`src/rtl/mdu_iterative_if.sv`:
```
// Operand/result bundle between the multicycle control path and the iterative MDU.
interface mdu_iterative_if #(
  parameter int WIDTH = 32
);
  logic             Start;
  logic [1:0]       Op;
  logic             Signed;
  logic [WIDTH-1:0] SrcA;
  logic [WIDTH-1:0] SrcB;
  logic             Busy;
  logic             Done;
  logic [WIDTH-1:0] HI;
  logic [WIDTH-1:0] LO;

  modport master (output Start, Op, Signed, SrcA, SrcB, input Busy, Done, HI, LO);
  modport slave  (input Start, Op, Signed, SrcA, SrcB, output Busy, Done, HI, LO);
endinterface

```
`src/rtl/mdu_iterative.sv`:
```
// Iterative shift-add multiplier / restoring divider with HI/LO registers.
// Define MDU_SIGNED_EN to build the two's-complement (Signed=1) MULT/DIV path.
module mdu_iterative #(
  parameter int WIDTH = 32,
  parameter int CNTW  = $clog2(WIDTH) + 1
) (
  input logic            CLK,
  input logic            Reset,
  mdu_iterative_if.slave bus
);

  typedef enum logic [1:0] {S_IDLE, S_RUN, S_DONE} state_e;

  localparam logic [1:0] OP_DIV  = 2'b01;
  localparam logic [1:0] OP_MTHI = 2'b10;
  localparam logic [1:0] OP_MTLO = 2'b11;

  state_e              state_q, state_d;
  logic [CNTW-1:0]     cnt_q, cnt_d;
  logic [WIDTH-1:0]    hi_q, hi_d;
  logic [WIDTH-1:0]    lo_q, lo_d;
  logic                is_div_q, is_div_d;
  logic                dz_q, dz_d;
  logic [2*WIDTH-1:0]  acc_q, acc_d;
  logic [WIDTH-1:0]    rem_q, rem_d;
  logic [WIDTH-1:0]    opb_q, opb_d;

  logic [WIDTH-1:0]    a_mag, b_mag;
  logic [WIDTH:0]      msum;
  logic [2*WIDTH-1:0]  mul_nxt, prod_fix;
  logic [WIDTH:0]      div_sh, div_diff;
  logic                qbit;
  logic [WIDTH-1:0]    rem_nxt, quo_nxt, quo_fix, rem_fix;

`ifdef MDU_SIGNED_EN
  logic neg_q, neg_d;
  logic negr_q, negr_d;
  logic sa, sb;

  function automatic logic [WIDTH-1:0] cneg_w(input logic [WIDTH-1:0] v, input logic n);
    return n ? (~v + WIDTH'(1)) : v;
  endfunction

  function automatic logic [2*WIDTH-1:0] cneg_2w(input logic [2*WIDTH-1:0] v, input logic n);
    return n ? (~v + (2*WIDTH)'(1)) : v;
  endfunction

  assign sa       = bus.Signed & bus.SrcA[WIDTH-1];
  assign sb       = bus.Signed & bus.SrcB[WIDTH-1];
  assign a_mag    = cneg_w(bus.SrcA, sa);
  assign b_mag    = cneg_w(bus.SrcB, sb);
  assign prod_fix = cneg_2w(mul_nxt, neg_q);
  assign quo_fix  = cneg_w(quo_nxt, neg_q);
  // Remainder follows the dividend's sign; MIN/-1 wraps back to MIN naturally.
  assign rem_fix  = cneg_w(rem_nxt, negr_q);
`else
  assign a_mag    = bus.SrcA;
  assign b_mag    = bus.SrcB;
  assign prod_fix = mul_nxt;
  assign quo_fix  = quo_nxt;
  assign rem_fix  = rem_nxt;
`endif

  // Multiply step: add multiplicand into the upper half, shift {hi,lo} right.
  assign msum    = {1'b0, acc_q[2*WIDTH-1:WIDTH]} + {1'b0, (acc_q[0] ? opb_q : '0)};
  assign mul_nxt = {msum, acc_q[WIDTH-1:1]};

  // Restoring divide step: dividend bits shift out of acc, quotient bits shift in.
  assign div_sh   = {rem_q, acc_q[WIDTH-1]};
  assign div_diff = div_sh - {1'b0, opb_q};
  assign qbit     = ~div_diff[WIDTH];
  assign rem_nxt  = qbit ? div_diff[WIDTH-1:0] : div_sh[WIDTH-1:0];
  assign quo_nxt  = {acc_q[WIDTH-2:0], qbit};

  always_comb begin
    state_d  = state_q;
    cnt_d    = cnt_q;
    hi_d     = hi_q;
    lo_d     = lo_q;
    is_div_d = is_div_q;
    dz_d     = dz_q;
    acc_d    = acc_q;
    rem_d    = rem_q;
    opb_d    = opb_q;
`ifdef MDU_SIGNED_EN
    neg_d    = neg_q;
    negr_d   = negr_q;
`endif
    unique case (state_q)
      S_IDLE: begin
        if (bus.Start) begin
          if (bus.Op == OP_MTHI) begin
            hi_d = bus.SrcA;
          end else if (bus.Op == OP_MTLO) begin
            lo_d = bus.SrcA;
          end else begin
            state_d  = S_RUN;
            cnt_d    = '0;
            is_div_d = (bus.Op == OP_DIV);
            dz_d     = (bus.SrcB == '0);
            rem_d    = '0;
            acc_d    = {{WIDTH{1'b0}}, ((bus.Op == OP_DIV) ? a_mag : b_mag)};
            opb_d    = (bus.Op == OP_DIV) ? b_mag : a_mag;
`ifdef MDU_SIGNED_EN
            neg_d    = sa ^ sb;
            negr_d   = sa;
`endif
          end
        end
      end
      S_RUN: begin
        cnt_d = cnt_q + CNTW'(1);
        if (is_div_q) begin
          acc_d = {acc_q[2*WIDTH-1:WIDTH], quo_nxt};
          rem_d = rem_nxt;
        end else begin
          acc_d = mul_nxt;
        end
        if (cnt_q == CNTW'(WIDTH - 1)) begin
          state_d = S_DONE;
          if (is_div_q) begin
            hi_d = rem_fix;
            lo_d = dz_q ? '1 : quo_fix;
          end else begin
            hi_d = prod_fix[2*WIDTH-1:WIDTH];
            lo_d = prod_fix[WIDTH-1:0];
          end
        end
      end
      S_DONE: begin
        state_d = S_IDLE;
      end
      default: begin
        state_d = S_IDLE;
      end
    endcase
  end

  always_ff @(posedge CLK) begin
    if (Reset) begin
      state_q <= S_IDLE;
      cnt_q   <= '0;
      hi_q    <= '0;
      lo_q    <= '0;
    end else begin
      state_q <= state_d;
      cnt_q   <= cnt_d;
      hi_q    <= hi_d;
      lo_q    <= lo_d;
    end
  end

  // Datapath working registers are fully reloaded at Start, so they carry no reset.
  always_ff @(posedge CLK) begin
    is_div_q <= is_div_d;
    dz_q     <= dz_d;
    acc_q    <= acc_d;
    rem_q    <= rem_d;
    opb_q    <= opb_d;
`ifdef MDU_SIGNED_EN
    neg_q    <= neg_d;
    negr_q   <= negr_d;
`endif
  end

  assign bus.Busy = (state_q != S_IDLE);
  assign bus.Done = (state_q == S_DONE);
  assign bus.HI   = hi_q;
  assign bus.LO   = lo_q;

endmodule

```
`src/flat_wrapper.sv`:
```
// flat-port wrapper written by rule: the top's interface ports become plain ports
module mdu_iterative_flat 
#(
  parameter int WIDTH = 32,
  parameter int CNTW  = $clog2(WIDTH) + 1
)
  (CLK, Reset, bus_Start, bus_Op, bus_Signed, bus_SrcA, bus_SrcB, bus_Busy, bus_Done, bus_HI, bus_LO);
  mdu_iterative_if #(.WIDTH(WIDTH)) bus_i ();
  input logic CLK;
  input logic Reset;
  input wire logic [$bits(bus_i.Start)-1:0] bus_Start;
  input wire logic [$bits(bus_i.Op)-1:0] bus_Op;
  input wire logic [$bits(bus_i.Signed)-1:0] bus_Signed;
  input wire logic [$bits(bus_i.SrcA)-1:0] bus_SrcA;
  input wire logic [$bits(bus_i.SrcB)-1:0] bus_SrcB;
  output wire logic [$bits(bus_i.Busy)-1:0] bus_Busy;
  output wire logic [$bits(bus_i.Done)-1:0] bus_Done;
  output wire logic [$bits(bus_i.HI)-1:0] bus_HI;
  output wire logic [$bits(bus_i.LO)-1:0] bus_LO;
  assign bus_i.Start = bus_Start;
  assign bus_i.Op = bus_Op;
  assign bus_i.Signed = bus_Signed;
  assign bus_i.SrcA = bus_SrcA;
  assign bus_i.SrcB = bus_SrcB;
  assign bus_Busy = bus_i.Busy;
  assign bus_Done = bus_i.Done;
  assign bus_HI = bus_i.HI;
  assign bus_LO = bus_i.LO;
  mdu_iterative #(.WIDTH(WIDTH), .CNTW(CNTW)) u_core (.CLK(CLK), .Reset(Reset), .bus(bus_i));
endmodule
```
`config.mk`:
```
export PLATFORM = sky130hd
export DESIGN_NAME = mdu_iterative_flat
export DESIGN_NICKNAME = d
export VERILOG_FILES = /design/src/rtl/mdu_iterative_if.sv /design/src/rtl/mdu_iterative.sv /design/src/flat_wrapper.sv
export SDC_FILE = /design/constraint.sdc
export NUM_CORES = 1
export LEC_CHECK = 0
export BUFFER_PORTS_ARGS = -buffer_cell sky130_fd_sc_hd__buf_2
export CORE_MARGIN = 2
export CORE_UTILIZATION = 55
export DETAILED_ROUTE_END_ITERATION = 10
export GPL_ROUTABILITY_DRIVEN = 1
export PLACE_DENSITY = 0.75
export SYNTH_ARGS = -nofsm -noshare
export SYNTH_HDL_FRONTEND = slang
export SYNTH_SLANG_ARGS = --single-unit
export TNS_END_PERCENT = 50
```
`constraint.sdc`:
```
create_clock -name CLK -period 3.7 [get_ports CLK]
set_input_delay 0.185 -clock CLK [delete_from_list [all_inputs] [get_ports CLK]]
set_output_delay 0.185 -clock CLK [all_outputs]
set_load 0.1 [all_outputs]
```
==> impl_metrics.env, run 1 <==
export IMPL_power_static_leakage_nw=6.758
export IMPL_slew_headroom_pct=45.65
export IMPL_synthesized_instance_count=1488
export IMPL_globalplace_congestion=0.9694
export IMPL_avgRoutedWirePerCell_um=20.36
export IMPL_seq_power_share_pct=38.0
export IMPL_vdd_drop_max_mv=0.4185
export IMPL_yosys_warnings=0
export IMPL_power_per_cell_area_nw_per_um2=475.6
export IMPL_synth_area_um2=13190
export IMPL_synthesized_netlist_net_count=1625
export IMPL_die_height_um=158.8
export IMPL_fin_worst_skew_ns=0.02900
export IMPL_viasPerCell=6.183
export IMPL_arrival_ns=3.99
export IMPL_final_hold_viol_count=0
export IMPL_unrepaired_setup_endpoints_after_global_routing="yes"
export IMPL_timing_critical_path_from_type="register"
export IMPL_num_nets_final=1755
export IMPL_finalSetupTns_ns=0
export IMPL_synth_sequential_area_ratio_pct=40.54
export IMPL_post_route_drc_count=0
export IMPL_worstReg2RegStart="u_core.opb_q[0]$_DFFE_PP_"
export IMPL_syn_area_per_cell_um2=8.862
export IMPL_p_sw_mw=2.636
export IMPL_worst_slack_ns=0.1251
export IMPL_flow_area_growth_from_synthesis_pct=15.28
export IMPL_globalRouteTotalUtil_pct=30.44
export IMPL_count_of_vias_placed_by_the_detailed_router=12080
export IMPL_drive_gt1_share_pct=15.12
export IMPL_timing_final_crit_period_ns=3.575
export IMPL_cell_area_after_placement_um2=14210
export IMPL_post_synth_top_area_fraction_pct=29.60
export IMPL_core_um2=23470
export IMPL_tritoncts="built"
export IMPL_max_cap_violations=0
export IMPL_crit_path_max_incr_delay_ns=0.41
export IMPL_ratio_of_final_minimum_period_to_clock_period_pct=96.62
export IMPL_ys_top_cells_by_count="sky130_fd_sc_hd__nand2_1 (222), sky130_fd_sc_hd__edfxtp_1 (130), sky130_fd_sc_hd__nor2_1 (106), sky130_fd_sc_hd__a21oi_1 (98), sky130_fd_sc_hd__o21ai_0 (92)"
export IMPL_die_area_um2=25230
export IMPL_portBuffers=134
export IMPL_worst_setup_path_end_kind="register"
export IMPL_layout_cells_non_filler=1954
export IMPL_timing_critical_path_cells="ha_1 -> fa_1 -> nand2b_1 -> a21oi_2 -> o211a_1 -> nor3_1 -> o31ai_4 -> xor2_4 -> buf_4 -> or2_2 -> o311ai_0 -> a311oi_1"
export IMPL_synth_async_sr_flop_share_pct=0
export IMPL_min_delay_path_depth=3
export IMPL_floorplan_die_width_um=158.8
export IMPL_initial_core_util_pct=56.18
export IMPL_crit_reg2reg_capture="u_core.bus.HI[31]$_SDFFE_PP0P_"
export IMPL_setup_violations_final=0
export IMPL_hpwl_um=28900
export IMPL_rows=56
export IMPL_post_place_ws_ns=0.2216
export IMPL_route_antenna_remaining_nets=0
export IMPL_layout_utilization_pct=64.76
export IMPL_run_status="finished clean"
export IMPL_synth_lib_cells_used_distinct=76
export IMPL_reg2reg_slack_ns=0.13
export IMPL_clock_sinks=202
export IMPL_cpMaxStageDelayCell="sky130_fd_sc_hd__edfxtp_1"
export IMPL_comb_power_share_pct=31.9
export IMPL_worst_endpoint_required_ns=4.12
export IMPL_crit_path_max_fanout=13
export IMPL_final_area_um2=15200
export IMPL_timing_max_transition_violations_final=0
export IMPL_timing_setup_critical_path_class="reg2reg"
export IMPL_root_cell_of_the_clock_tree="sky130_fd_sc_hd__clkbuf_16"
export IMPL_global_route_wire_length_before_repair_um=61600
export IMPL_max_freq_ghz=0.2797
export IMPL_timing_worst_slew_pin_value_ns=0.8152
export IMPL_synth_top_area_cell="sky130_fd_sc_hd__edfxtp_1"
export IMPL_detail_route_wirelength_um=39780
export IMPL_first_global_vias=11260
export IMPL_cts_clock_pin_slew_for_the_worst_setup_and_hold_paths_ns=0.06
export IMPL_synth_enable_flop_cells=130
export IMPL_drt_pass1_iterations=5
export IMPL_top_level_ports=136
export IMPL_clk_latency_worst_skew_pair_ns=0.53
export IMPL_globalRouteOverflowTotal=0
export IMPL_worstHoldPathType="in2reg"
export IMPL_hold_slack_ns=0.01113
export IMPL_number_of_flip_flops_and_latches_in_the_synthesized_netlist=202
export IMPL_numPlacedInstances=1885
export IMPL_ff2ff_path_depth=12
export IMPL_min_delay_start="bus_SrcA[4]"
export IMPL_drt_iter0_markers=1116
export IMPL_ctsLongestPathBuffers=3
export IMPL_grt_antenna_before_repair=1
export IMPL_p_total_mw=7.229
export IMPL_cts_buffers_inserted=22
export IMPL_grt_start_max_net_pins=66
export IMPL_internal_power_mw=4.594
export IMPL_ys_flop_type="sky130_fd_sc_hd__edfxtp_1"
export IMPL_worst_min_delay_path_endpoint="u_core.opb_q[4]$_DFFE_PP_"
export IMPL_cts_htree_levels=1
export IMPL_fraction_of_power_spent_switching_nets_pct=36.46
export IMPL_synth_area_top_cells="sky130_fd_sc_hd__edfxtp_1 (30%), sky130_fd_sc_hd__dfxtp_1 (11%), sky130_fd_sc_hd__nand2_1 (6.3%)"
export IMPL_post_synth_top_count_cell="sky130_fd_sc_hd__nand2_1"
export IMPL_clock_power_share_pct=30.1
[placed cells by master, fill, tap and decap left out, types with 8 or more instances in the layout]
cell type                       count
sky130_fd_sc_hd__nand3_1           19
sky130_fd_sc_hd__and3_1            10
sky130_fd_sc_hd__a211oi_1          52
sky130_fd_sc_hd__xor2_1            23
sky130_fd_sc_hd__nand2b_1          13
sky130_fd_sc_hd__o21bai_1          26
sky130_fd_sc_hd__nand4_1           12
sky130_fd_sc_hd__dlygate4sd3_1     27
sky130_fd_sc_hd__clkbuf_16         22
sky130_fd_sc_hd__dfxtp_1           72
sky130_fd_sc_hd__edfxtp_1         130
sky130_fd_sc_hd__nor3_1            19
sky130_fd_sc_hd__nor2_1           106
sky130_fd_sc_hd__mux2i_1           26
sky130_fd_sc_hd__o21a_1             8
sky130_fd_sc_hd__nor2b_1           35
sky130_fd_sc_hd__nor4_1             9
sky130_fd_sc_hd__nand2_1          222
sky130_fd_sc_hd__ha_1              65
sky130_fd_sc_hd__inv_1             47
sky130_fd_sc_hd__xnor2_1           29
sky130_fd_sc_hd__a31oi_1           40
sky130_fd_sc_hd__a21oi_1           95
sky130_fd_sc_hd__and2_1            49
sky130_fd_sc_hd__a21o_1            44
sky130_fd_sc_hd__o211a_1           27
sky130_fd_sc_hd__o21ai_0           90
sky130_fd_sc_hd__buf_4             36
sky130_fd_sc_hd__buf_2            134
[worst max-delay path, delay by kind of cell (launching register included)]
family	cells	cell delay (ns)
flip-flops	1	0.41
AO/OA/AOI/OAI	5	1.45
XOR/XNOR	1	0.21
buffers and inverters	1	0.24
AND/OR/NAND/NOR	3	0.52
adder cells (fa/ha/maj)	2	0.65
[cells by family (layout without fill, tap and decap cells)]
group                      after synthesis  after routing  share of synthesized area (%)
xor gates and xnor gates                53             53                          3.663
AOI/OAI and AO/OA                      464            464                          23.75
adders and majority gates               67             67                          6.471
DFF                                    202            202                          40.54
muxes                                   33             33                          2.571
buffers and inverters                  141            287                          4.298
other                                    0              1                              0
and+or+nand+nor                        528            528                          18.71
[layer usage]
| metal | wire, µm | part of all wire [%] | track usage (%) |
|---|---|---|---|
| met5 | 0 | 0 | 0 |
| met4 | 1441 | 3.6 | 11.38 |
| met3 | 3542 | 8.9 | 4.519 |
| met2 | 17410 | 44 | 46.65 |
| met1 | 17390 | 44 | 43.68 |
[flip-flops by register name (all words and copies together) (netlist names)]
register         flops
u_core.acc_q        64
u_core.bus.HI       32
u_core.bus.LO       32
u_core.cnt_q         6
u_core.dz_q          1
u_core.is_div_q      1
u_core.opb_q        32
u_core.rem_q        32
u_core.state_q       2
[power by group through the flow]
stage	clock network (mW)	logic, mW	registers (mW)
floorplan	0	1.20	3.27
global placement	0	2.21	2.79
detailed placement	0	2.23	2.79
CTS	2.19	2.27	2.74
global route	2.29	2.46	2.76
finish	2.18	2.31	2.75
[how the worst max path moves through the flow]
stage | slack (ns) | from | endpoint | cells past startpoint
after floorplan | 0.36 | u_core.is_div_q$_DFFE_PP_ | u_core.rem_q[0]$_SDFFCE_PN0P_ | 5
after global placement | 0.27 | u_core.opb_q[0]$_DFFE_PP_ | u_core.bus.HI[31]$_SDFFE_PP0P_ | 12
after detailed placement | 0.22 | u_core.opb_q[0]$_DFFE_PP_ | u_core.bus.HI[31]$_SDFFE_PP0P_ | 12
after CTS | 0.20 | u_core.opb_q[0]$_DFFE_PP_ | u_core.bus.HI[31]$_SDFFE_PP0P_ | 12
after global routing | -0.006 | u_core.acc_q[0]$_DFFE_PP_ | u_core.bus.HI[24]$_SDFFE_PP0P_ | 13
final | 0.13 | u_core.opb_q[0]$_DFFE_PP_ | u_core.bus.HI[31]$_SDFFE_PP0P_ | 12
[timing repair]
item	4_1_cts	5_1_grt
setup endpoints to repair	0	6
endpoints found under the hold margin	23	0
resized for setup	0	3
buffers inserted	0	1
hold buffers	27	0
[layout make-up]
| class | instances | area, µm² |
|---|---|---|
| antenna | 1 | 2.502 |
| clock buffer | 27 | 579.3 |
| clock inverter | 13 | 126.4 |
| fill | 1975 | 8272 |
| inverter | 49 | 183.9 |
| multi-input combinational | 1145 | 7333 |
| sequential | 202 | 5345 |
| tap | 319 | 399.1 |
| timing repair buffer | 198 | 1231 |
Power figures use the tool's default switching activity.
==> run 2, diff against run 1 <==
--- a/config.mk
+++ b/config.mk
@@ -6,10 +6,12 @@
 export NUM_CORES = 1
 export LEC_CHECK = 0
 export BUFFER_PORTS_ARGS = -buffer_cell sky130_fd_sc_hd__buf_2
+export CORE_ASPECT_RATIO = 1.25
 export CORE_MARGIN = 2
 export CORE_UTILIZATION = 55
 export DETAILED_ROUTE_END_ITERATION = 10
 export GPL_ROUTABILITY_DRIVEN = 1
+export MAX_ROUTING_LAYER = met4
 export PLACE_DENSITY = 0.75
 export SYNTH_ARGS = -nofsm -noshare
 export SYNTH_HDL_FRONTEND = slang
==> run 2 against run 1 <==
Against the previous run:
- non-clock buffer count up 3
- first-iteration DRC count is 6.0% higher
- final cell count decreased by 1.1%
- clock skew fell by 0.012 ns
- die area is essentially flat
- sequential share of layout area is 0.30 points lower
- wire length is 3.7% higher
- design area is 0.87% higher
- largest cell class unchanged
- register-to-register slack improved by 0.02 ns
- fmax is 0.57% higher
==> impl_metrics.env, run 2 (same netlist as run 1, synthesis figures left out) <==
export IMPL_globalplace_congestion=1.012
export IMPL_timing_worst_slew_pin_value_ns=0.8441
export IMPL_nFillCells=1966
export IMPL_final_hold_viol_count=0
export IMPL_multi_input_comb_area_um2=7343
export IMPL_layout_utilization_pct=64.84
export IMPL_core_um2=23650
export IMPL_clock_sinks=202
export IMPL_setup_violations_final=0
export IMPL_drt_iter0_markers=1183
export IMPL_cpMaxStageDelayCell="sky130_fd_sc_hd__o21ai_0"
export IMPL_ctsLongestPathBuffers=3
export IMPL_clk_latency_worst_skew_pair_ns=0.53
export IMPL_max_cap_violations=0
export IMPL_post_route_drc_count=0
export IMPL_ff2ff_path_depth=13
export IMPL_drt_pass1_iterations=7
export IMPL_unrepaired_setup_endpoints_after_global_routing="yes"
export IMPL_power_per_cell_area_nw_per_um2=492.1
export IMPL_globalRouteTotalUtil_pct=33.03
export IMPL_count_of_vias_placed_by_the_detailed_router=12160
export IMPL_crit_path_max_incr_delay_ns=0.47
export IMPL_first_global_vias=11780
export IMPL_top_reg_by_flops="u_core.acc_q"
export IMPL_vdd_drop_max_mv=0.4620
export IMPL_layout_cells_non_filler=1932
export IMPL_timing_critical_path_cells="inv_1 -> ha_1 -> fa_1 -> nand2b_1 -> a21oi_2 -> o211a_1 -> nor3_1 -> o31ai_4 -> xor2_4 -> buf_12 -> mux2i_1 -> o21ai_0 -> o221a_2"
export IMPL_viasPerCell=6.296
export IMPL_power_static_leakage_nw=6.817
export IMPL_cts_buffers_inserted=23
export IMPL_crit_reg2reg_capture="u_core.bus.HI[16]$_SDFFE_PP0P_"
export IMPL_global_route_wire_length_before_repair_um=63220
export IMPL_globalRouteOverflowTotal=0
export IMPL_floorplan_die_width_um=142.5
export IMPL_die_height_um=177.1
export IMPL_rows=63
export IMPL_run_status="finished clean"
export IMPL_grt_start_max_net_pins=66
export IMPL_cts_clock_pin_slew_for_the_worst_setup_and_hold_paths_ns=0.07
export IMPL_top_level_ports=136
export IMPL_detail_route_wirelength_um=41250
export IMPL_final_seq_area_um2=5345
export IMPL_tritoncts="built"
export IMPL_slew_headroom_pct=43.73
export IMPL_arrival_ns=4.02
export IMPL_worst_endpoint_required_ns=4.17
export IMPL_post_cts_buffers=0
export IMPL_hpwl_um=29630
export IMPL_die_area_um2=25240
export IMPL_largest_register_ffs=64
export IMPL_flow_area_growth_from_synthesis_pct=16.28
export IMPL_fin_worst_skew_ns=0.01723
export IMPL_crit_path_max_fanout=24
export IMPL_avgRoutedWirePerCell_um=21.35
export IMPL_worst_min_delay_path_endpoint="u_core.opb_q[30]$_DFFE_PP_"
export IMPL_layout_commonest_cell="sky130_fd_sc_hd__nand2_1"
export IMPL_timing_final_crit_period_ns=3.555
export IMPL_initial_core_util_pct=55.76
export IMPL_max_freq_ghz=0.2813
export IMPL_min_delay_start="bus_SrcA[30]"
export IMPL_most_frequent_cells_in_the_layout="sky130_fd_sc_hd__nand2_1 (222), sky130_fd_sc_hd__buf_2 (134), sky130_fd_sc_hd__edfxtp_1 (130)"
export IMPL_grt_antenna_before_repair=1
export IMPL_timing_max_transition_violations_final=0
export IMPL_worstReg2RegStart="u_core.acc_q[31]$_DFFE_PP_"
export IMPL_num_nets_final=1759
export IMPL_timing_critical_path_from_type="register"
export IMPL_ratio_of_final_minimum_period_to_clock_period_pct=96.07
export IMPL_worst_setup_path_end_kind="register"
export IMPL_timing_setup_critical_path_class="reg2reg"
export IMPL_numPlacedInstances=1857
export IMPL_root_cell_of_the_clock_tree="sky130_fd_sc_hd__clkbuf_16"
export IMPL_drive_gt1_share_pct=15.38
export IMPL_reg2reg_slack_ns=0.15
export IMPL_worstHoldPathType="in2reg"
export IMPL_portBuffers=134
export IMPL_min_delay_path_depth=3
export IMPL_cts_htree_levels=1
export IMPL_route_antenna_remaining_nets=0
-- run 2: changes by cell type in the layout (fill, tap and decap cells not counted), sizes merged --
cell | before | now
dlygate4sd3 | 27 | 32
bufinv | 2 | 5
buf | 171 | 169
clkinv | 12 | 10
inv | 48 | 49
-- run 2: what timing repair did --
| item | 4_1_cts | 5_1_grt |
|---|---|---|
| setup endpoints to repair | 0 | 6 |
| hold buffers | 32 | 0 |
| hold endpoints to repair | 27 | 0 |
| resized for setup | 0 | 5 |
-- run 2: final cells by class --
| class | count | share of cell area, % |
|---|---|---|
| Multi-Input combinational cell | 1145 | 47.89 |
| Sequential cell | 202 | 34.86 |
| Timing Repair Buffer | 201 | 8.339 |
| Clock buffer | 27 | 3.851 |
| Tap cell | 292 | 2.383 |
| Clock inverter | 15 | 1.461 |
| Inverter | 49 | 1.200 |
| Antenna cell | 1 | 0.01632 |
-- run 2: power by group --
group | internal [mW] | total, mW | leakage (nW) | switching [mW]
Clock | 1.51 | 2.49 | 0.398 | 0.982
Sequential | 2.63 | 2.74 | 1.84 | 0.115
Combinational | 0.713 | 2.32 | 4.58 | 1.60
-- run 2: worst max path at each step --
| stage | slack, ns | start | end |
|---|---|---|---|
| 2_1_floorplan | 0.36 | u_core.is_div_q$_DFFE_PP_ | u_core.rem_q[0]$_SDFFCE_PN0P_ |
| 3_3_place_gp | 0.15 | u_core.acc_q[0]$_DFFE_PP_ | u_core.acc_q[63]$_SDFFCE_PN0P_ |
| 3_5_place_dp | 0.12 | u_core.acc_q[0]$_DFFE_PP_ | u_core.bus.HI[17]$_SDFFE_PP0P_ |
| 4_1_cts | 0.09 | u_core.acc_q[0]$_DFFE_PP_ | u_core.bus.HI[17]$_SDFFE_PP0P_ |
| 5_1_grt | -0.003 | u_core.acc_q[0]$_DFFE_PP_ | u_core.bus.HI[17]$_SDFFE_PP0P_ |
| 6_report | 0.15 | u_core.acc_q[31]$_DFFE_PP_ | u_core.bus.HI[16]$_SDFFE_PP0P_ |
-- run 2: critical path, delay by kind of cell (launching register included) --
family	cells	cell delay, ns
AOI/OAI and AO/OA	5	1.55
muxes	1	0.11
and+or+nand+nor	2	0.31
adders and majority gates	2	0.65
xor gates and xnor gates	1	0.21
DFF	1	0.33
buffers and inverters	2	0.33
-- run 2: through the flow --
stage               cell area, µm²  hold slack (ns)  setup TNS (ns)  setup WS (ns)  total power [mW]
finish                       15330         0.009699               0         0.1453             7.546
global route                 15330          0.01702       -0.004855      -0.002635             7.814
CTS                          15310        0.0008602               0        0.08687             7.521
detailed placement           14180           0.4823               0         0.1241             5.028
global placement             14180           0.4751               0         0.1469             4.998
floorplan                    13190           0.3594               0         0.3590             4.468
-- run 2: metal layers --
metal / global-route usage, % / vias to the layer above / part of all wire (%)
li1: - / 5691 / -
met1: 43.30 / 5754 / 41
met2: 53.17 / 596 / 47
met3: 3.598 / 123 / 8.4
met4: 12.09 / 0 / 4.1
met5: - / - / 0
